===== config.mk =====
export PLATFORM = sky130hd
export DESIGN_NAME = fetch_unit_flat
export DESIGN_NICKNAME = d
export VERILOG_FILES = /design/src/rtl/fetch_unit_if.sv /design/src/rtl/fetch_unit.sv /design/src/flat_wrapper.sv
export SDC_FILE = /design/constraint.sdc
export NUM_CORES = 1
export LEC_CHECK = 0
export ABC_CLOCK_PERIOD_IN_PS = 6900
export BUFFER_PORTS_ARGS = -buffer_cell sky130_fd_sc_hd__clkbuf_2
export CAP_MARGIN = 0
export CORE_MARGIN = 2
export CORE_UTILIZATION = 35
export CTS_CLUSTER_SIZE = 28
export DETAILED_ROUTE_END_ITERATION = 10
export PLACE_DENSITY = 0.68
export SLEW_MARGIN = 40
export SYNTH_ARGS = -nofsm -noshare
export SYNTH_HDL_FRONTEND = slang
export SYNTH_SLANG_ARGS = --single-unit

===== constraint.sdc =====
create_clock -name clk -period 6.9 [get_ports clk]
set_input_delay 1.38 -clock clk [delete_from_list [all_inputs] [get_ports clk]]
set_output_delay 1.38 -clock clk [all_outputs]
set_load 0.005 [all_outputs]

===== src/rtl/fetch_unit_if.sv =====
// Instruction-memory fetch handshake between the fetch stage and imem.
//   master: fetch side, drives imem_req/imem_addr, receives imem_ack/imem_rdata
//   slave : memory side, the mirror image
interface fetch_unit_if;
  logic        imem_req;   // fetch request, held until acknowledged
  logic [31:0] imem_addr;  // word-aligned fetch address
  logic        imem_ack;   // response valid this cycle
  logic [31:0] imem_rdata; // instruction word, valid with imem_ack

  modport master (
    output imem_req,
    output imem_addr,
    input  imem_ack,
    input  imem_rdata
  );

  modport slave (
    input  imem_req,
    input  imem_addr,
    output imem_ack,
    output imem_rdata
  );
endinterface


===== src/rtl/fetch_unit.sv =====
// Instruction fetch stage: holds PC, fetches over req/ack, presents instr to decode, computes next PC.
// Latency: 2 cycles per instruction minimum (REQ with same-cycle ack, EXEC); +1 per ack-wait or stall cycle.
// Backpressure: imem_req held with stable address until imem_ack; stall holds the instruction in EXEC.
// Ports: clk/reset (sync, active-high); imem (fetch_unit_if.master); instr/opcode/instr_valid/pc to the
//        datapath; branch/alu_zero/jump/stall from decoder and ALU; retired = completed instruction count.
module fetch_unit #(
  parameter logic [31:0] RESET_PC = 32'h0000_0000
) (
  input  logic                clk,
  input  logic                reset,
  fetch_unit_if.master        imem,
  output logic [31:0]         instr,
  output logic [5:0]          opcode,
  output logic                instr_valid,
  output logic [31:0]         pc,
  input  logic                branch,
  input  logic                alu_zero,
  input  logic                jump,
  input  logic                stall,
  output logic [31:0]         retired
);

  typedef enum logic [1:0] {
    IDLE = 2'd0,
    REQ  = 2'd1,
    EXEC = 2'd2
  } state_t;

  state_t      state;
  state_t      state_nxt;

  logic        capture;   // latch imem_rdata this cycle
  logic        advance;   // retire current instruction and move pc
  logic [31:0] pc_plus4;
  logic [31:0] br_offset;
  logic [31:0] next_pc;

  // State register
  always_ff @(posedge clk) begin
    if (reset) begin
      state <= IDLE;
    end else begin
      state <= state_nxt;
    end
  end

  // Next-state logic
  always_comb begin
    state_nxt = state;
    case (state)
      IDLE:    state_nxt = REQ;
      REQ:     if (imem.imem_ack) state_nxt = EXEC;
      EXEC:    if (!stall)        state_nxt = REQ;
      default: state_nxt = IDLE;
    endcase
  end

  // Output logic. imem_ack is only looked at in REQ, so a stray ack in
  // IDLE/EXEC cannot overwrite the instruction being executed.
  always_comb begin
    imem.imem_req = 1'b0;
    instr_valid   = 1'b0;
    capture       = 1'b0;
    advance       = 1'b0;
    case (state)
      REQ: begin
        imem.imem_req = 1'b1;
        capture       = imem.imem_ack;
      end
      EXEC: begin
        instr_valid = 1'b1;
        advance     = !stall;
      end
      default: ;
    endcase
  end

  assign imem.imem_addr = pc;
  assign opcode         = instr[31:26];

  // Next-PC selection; jump wins over a taken branch. All arithmetic wraps mod 2^32.
  assign pc_plus4  = pc + 32'd4;
  assign br_offset = {{14{instr[15]}}, instr[15:0], 2'b00};

  always_comb begin
    next_pc = pc_plus4;
    if (jump) begin
      next_pc = {pc_plus4[31:28], instr[25:0], 2'b00};
    end else if (branch && alu_zero) begin
      next_pc = pc_plus4 + br_offset;
    end
  end

  // Architectural registers
  always_ff @(posedge clk) begin
    if (reset) begin
      pc      <= RESET_PC;
      instr   <= 32'h0000_0000;
      retired <= 32'h0000_0000;
    end else begin
      if (capture) begin
        instr <= imem.imem_rdata;
      end
      if (advance) begin
        pc      <= next_pc;
        retired <= retired + 32'd1;
      end
    end
  end

endmodule


===== src/flat_wrapper.sv =====
// flat-port wrapper written by rule: the top's interface ports become plain ports
module fetch_unit_flat 
#(
  parameter logic [31:0] RESET_PC = 32'h0000_0000
)
  (clk, reset, instr, opcode, instr_valid, pc, branch, alu_zero, jump, stall, retired, imem_imem_req, imem_imem_addr, imem_imem_ack, imem_imem_rdata);
  fetch_unit_if imem_i ();
  input  logic clk;
  input  logic reset;
  output logic [31:0] instr;
  output logic [5:0] opcode;
  output logic instr_valid;
  output logic [31:0] pc;
  input  logic branch;
  input  logic alu_zero;
  input  logic jump;
  input  logic stall;
  output logic [31:0] retired;
  output wire logic [$bits(imem_i.imem_req)-1:0] imem_imem_req;
  output wire logic [$bits(imem_i.imem_addr)-1:0] imem_imem_addr;
  input wire logic [$bits(imem_i.imem_ack)-1:0] imem_imem_ack;
  input wire logic [$bits(imem_i.imem_rdata)-1:0] imem_imem_rdata;
  assign imem_imem_req = imem_i.imem_req;
  assign imem_imem_addr = imem_i.imem_addr;
  assign imem_i.imem_ack = imem_imem_ack;
  assign imem_i.imem_rdata = imem_imem_rdata;
  fetch_unit #(.RESET_PC(RESET_PC)) u_core (.clk(clk), .reset(reset), .imem(imem_i), .instr(instr), .opcode(opcode), .instr_valid(instr_valid), .pc(pc), .branch(branch), .alu_zero(alu_zero), .jump(jump), .stall(stall), .retired(retired));
endmodule

==> Flow_metrics.wiki <==
{| class="wikitable"
! Metric !! Value
|-
| Outcome || finished, final reports clean
|-
| Asr flop ratio synth || 0
|-
| Length of the first detailed-routing pass in iterations || 5
|-
| Leakage || 3.432 nW
|-
| Worst R2R Path Depth || 14
|-
| Largest net degree at the start of global routing || 50
|-
| Total of hold buffers inserted after clock tree synthesis || 0
|-
| Cell area after technology mapping || 6614 µm²
|-
| Final critical-path required period || 4.068 ns
|-
| Relative slew slack || 0.4536
|-
| Main synth FF type || dfxtp_1
|-
| Clock network latency to the later pin of the worst-skew pair || 0.35 ns
|-
| Warnings, synthesis || 0
|-
| Resized Gates After CTS || 0
|-
| Arr. time, crit path || 4.36 ns
|-
| Data required time at the worst endpoint || 7.19 ns
|-
| First-pass GRT wire length || 31860 µm
|-
| Distinct cells, synth || 71
|-
| Share of synthesized area occupied by flip-flops and latches || 0.2906
|-
| Final routed wirelength across all metal layers || 20150 µm
|-
| H-Tree Depth || 3
|-
| Hold EP || u_core.instr[31]
|-
| Number of buffer cells added on primary ports || 170
|-
| CTS sink count || 96
|-
| Standard-cell row count || 50
|-
| Critical path's slowest cell || nor3_1
|-
| Critical path's top delay family || simple AND/OR/NAND/NOR gates
|-
| Clock tree skew after final layout || 0.009945 ns
|-
| Vias per Instance || 5.405
|-
| X dimension of the die || 141.5 µm
|-
| Slack of the critical path || 2.832 ns
|-
| Post-synthesis cell count || 852
|-
| Area of the die || 20010 µm²
|-
| Fin. max-slew vios || 0
|-
| Number of buffers added for setup after CTS || 0
|-
| Iteration-0 DRC Markers || 382
|-
| Accumulated negative setup slack || 0 ns
|-
| Max frequency || 245.8 MHz
|-
| Power density relative to cell area || 161.7 nW/µm²
|-
| CP cell instances || and4_1 > nand3_1 > nor3_1 > nand2_1 > xnor2_1 > ha_1 > a21o_1 > a41o_1 > a21oi_1 > o21a_1 > nor4b_2 > mux2i_1 > a31o_1 > a21oi_2
|-
| Worst reg2reg endpoint || u_core.imem.imem_addr[31]
|-
| Post-synthesis to final-layout area growth || 16.29%
|-
| Dpl ws || 2.927 ns
|-
| Effective utilization at floorplan || 0.3548
|-
| Number of buffers on the longest clock path || 2
|-
| Global-route congestion overflow total || 0
|-
| Number of remaining DRC errors || 0
|-
| All-layer global routing usage || 0.1979
|-
| Switching fraction of total power || 0.2748
|-
| Routability congestion estimate || 0.9520
|-
| ANT nets after route || 0
|-
| Reg2reg setup slack || 2.83 ns
|-
| Clock tree from TritonCTS || built
|-
| Ant. Diodes || 0
|-
| Sequential Power Share || 0.468
|-
| Internal power consumption || 901.8 µW
|-
| Clk pwr share || 0.425
|-
| Maximum vdd ir drop || 0.1132 mV
|-
| Average detailed-routed wire length per instance || 16.68 µm
|-
| Origin of the critical flop-to-flop path || u_core.imem.imem_addr[5]
|-
| Period utilization || 0.5896
|-
| Final count of hold timing violations || 0
|-
| Crit path depth || 14
|-
| Nature of the critical path endpoint || flop
|-
| Number of filler cells placed in the layout || 1882
|-
| Number of violations of the max-capacitance limit || 0
|-
| Synthesis-stage register bit count || 96
|-
| Root buffer cell || clkbuf_16
|-
| Share of final-layout standard cells stronger than drive strength 1 || 0.2238
|-
| Count of boundary I/O pins || 175
|-
| Net Switching || 341.7 µW
|-
| Number of antenna violations at the first check in global routing || 0
|-
| Class of the tightest hold or removal check || reg -> reg
|-
| Largest stage delay, worst path || 0.56 ns
|-
| Core area || 18640 µm²
|-
| Worst setup SP type || flop
|-
| Cell depth of the worst min-delay path || 2
|-
| Synth Area per Inst || 7.763 µm²
|-
| Final net count || 1047
|-
| Tightest Pin Transition || 0.8146 ns
|-
| Type of the setup path with the least slack || reg -> reg
|-
| RSZ-0062 raised after global routing || no
|-
| Min-Delay Startpoint || u_core.instr[31]
|-
| Number of endpoints failing setup at the final stage || 0
|-
| Clock Pin Slew Worst Setup and Hold Paths || 0.08 ns
|-
| Half-perimeter wire length of the detailed placement result || 15130 µm
|-
| Critical path buffer and inverter count || 0
|-
| Height of the chip || 141.5 µm
|-
| Vias in the first global route || 5977
|-
| Num CTS Buffers || 9
|-
| Comb power frac || 0.107
|-
| Total vias in the final route || 6529
|-
| Crit-path max FO || 11
|-
| Number of enable flip-flop cells after synthesis || 0
|}
==> kinds of logic after synthesis <==
kind of cell	Yosys count	share of synthesized area
XOR/XNOR	68	0.09005
buffers and inverters	86	0.07302
flip-flops	96	0.2906
other	1	0.0005670
AND/OR/NAND/NOR	332	0.2471
multiplexers	4	0.006243
adder cells (fa/ha/maj)	39	0.07492
AO/OA/AOI/OAI	226	0.2176
==> state kept, by name, summed over array words and instances, names as in the netlist <==
name and flops:
u_core.retired 32, u_core.imem.imem_addr 30, u_core.instr 32, u_core.state 2
==> worst max-delay path by stage <==
stage | slack (ns) | endpoint | from
final | 2.83 | u_core.imem.imem_addr[31] | u_core.imem.imem_addr[5]
after global routing | 2.56 | u_core.imem.imem_addr[27] | u_core.imem.imem_addr[6]
after CTS | 2.90 | u_core.imem.imem_addr[31] | u_core.imem.imem_addr[6]
after detailed placement | 2.93 | u_core.imem.imem_addr[27] | u_core.imem.imem_addr[6]
after global placement | 3.07 | u_core.imem.imem_addr[31] | u_core.imem.imem_addr[11]
after floorplan | 3.50 | u_core.imem.imem_addr[27] | u_core.imem.imem_addr[11]
==> layout by cell type (no fill, tap or decap), types with 3 or more instances in the layout <==
cell type / n
o22ai_1: 4
mux2i_1: 3
clkbuf_16: 9
a21oi_1: 89
and3_1: 21
a31oi_1: 5
o21ai_0: 30
inv_1: 11
a211oi_1: 14
nand3_2: 3
or3_1: 11
nand4_1: 11
buf_4: 7
conb_1: 4
o22a_1: 6
o21a_1: 4
o21bai_1: 6
xnor2_1: 31
a21o_1: 14
nand2_1: 143
nand3_1: 21
nor2_1: 64
clkbuf_2: 169
o21ai_1: 5
nand2b_1: 6
ha_1: 38
clkinvlp_4: 3
o211ai_1: 17
and4_1: 9
xor2_1: 37
a32o_1: 8
dfxtp_1: 96
and2_1: 8
nor3_1: 13
==> cells in the mapped netlist (all sizes together), types with 3 or more instances <==
library cell    n  share of area
o22ai           4         0.0038
and3           23          0.022
nand3          24          0.020
a21o           14          0.016
nor3           14          0.011
o21bai          6         0.0068
o21a            4         0.0045
a21boi          3         0.0034
nand4          12          0.012
nor3b           3         0.0042
and2            8         0.0076
o211ai         17          0.019
a32o            8          0.012
ha             38          0.072
a31oi           5         0.0047
a211oi         15          0.018
clkbuf         26          0.015
dfxtp          96           0.29
buf            48          0.051
nor2           66          0.040
inv            11         0.0062
mux2i           3         0.0045
xor2           37          0.049
a31o            3         0.0040
and4            9          0.012
o22a            7         0.0095
o21ai          35          0.026
a21oi          90          0.069
xnor2          31          0.041
nand2b          6         0.0057
nor4            4         0.0083
or3            11          0.010
nand2         144          0.082
==> power by group through the flow <==
stage	Clock (mW)	Sequential, mW	Combinational (mW)
after floorplan	0	0.592	0.0846
after global placement	0	0.595	0.131
after detailed placement	0	0.595	0.133
after CTS	0.544	0.582	0.133
after global routing	0.565	0.584	0.148
final	0.529	0.582	0.133
==> worst min-delay path, delay by kind of cell, from the launching register on <==
family             cells  cell delay (ns)
AOI/OAI and AO/OA      1             0.05
DFF                    1             0.32
and+or+nand+nor        1             0.05
==> layer usage <==
layer / track usage / wire [µm] / up-vias
met5: 0 / 0 / -
met4: 0.05947 / 419 / 0
met3: 0.04050 / 1517 / 33
met2: 0.3178 / 9203 / 241
met1: 0.2684 / 9014 / 3034
li1: - / - / 3221
==> final cells by class <==
type / count / area, µm² / share of cell area
multi-input combinational: 673 / 4223 / 0.5490
clock inverter: 7 / 80.08 / 0.01041
inverter: 12 / 45.04 / 0.005857
timing repair buffer: 177 / 903.4 / 0.1175
clock buffer: 9 / 225.2 / 0.02928
tap: 234 / 292.8 / 0.03807
sequential: 96 / 1922 / 0.2499
==> metrics by stage <==
| stage | hold WS (ns) | area (µm²) | power (mW) | util | cells |
|---|---|---|---|---|---|
| floorplan | 0.4606 | 6625 | 0.6764 | - | 855 |
| global placement | 0.4563 | 7386 | 0.7260 | 0.3962 | 1192 |
| detailed placement | 0.4630 | 7386 | 0.7275 | 0.3962 | 1192 |
| CTS | 0.4735 | 7691 | 1.259 | 0.4126 | 1208 |
| global route | 0.4922 | 7691 | 1.296 | 0.4126 | 1208 |
| finish | 0.4701 | 7691 | 1.244 | 0.4126 | 1208 |
No activity file was read; power rests on OpenSTA's default activity.
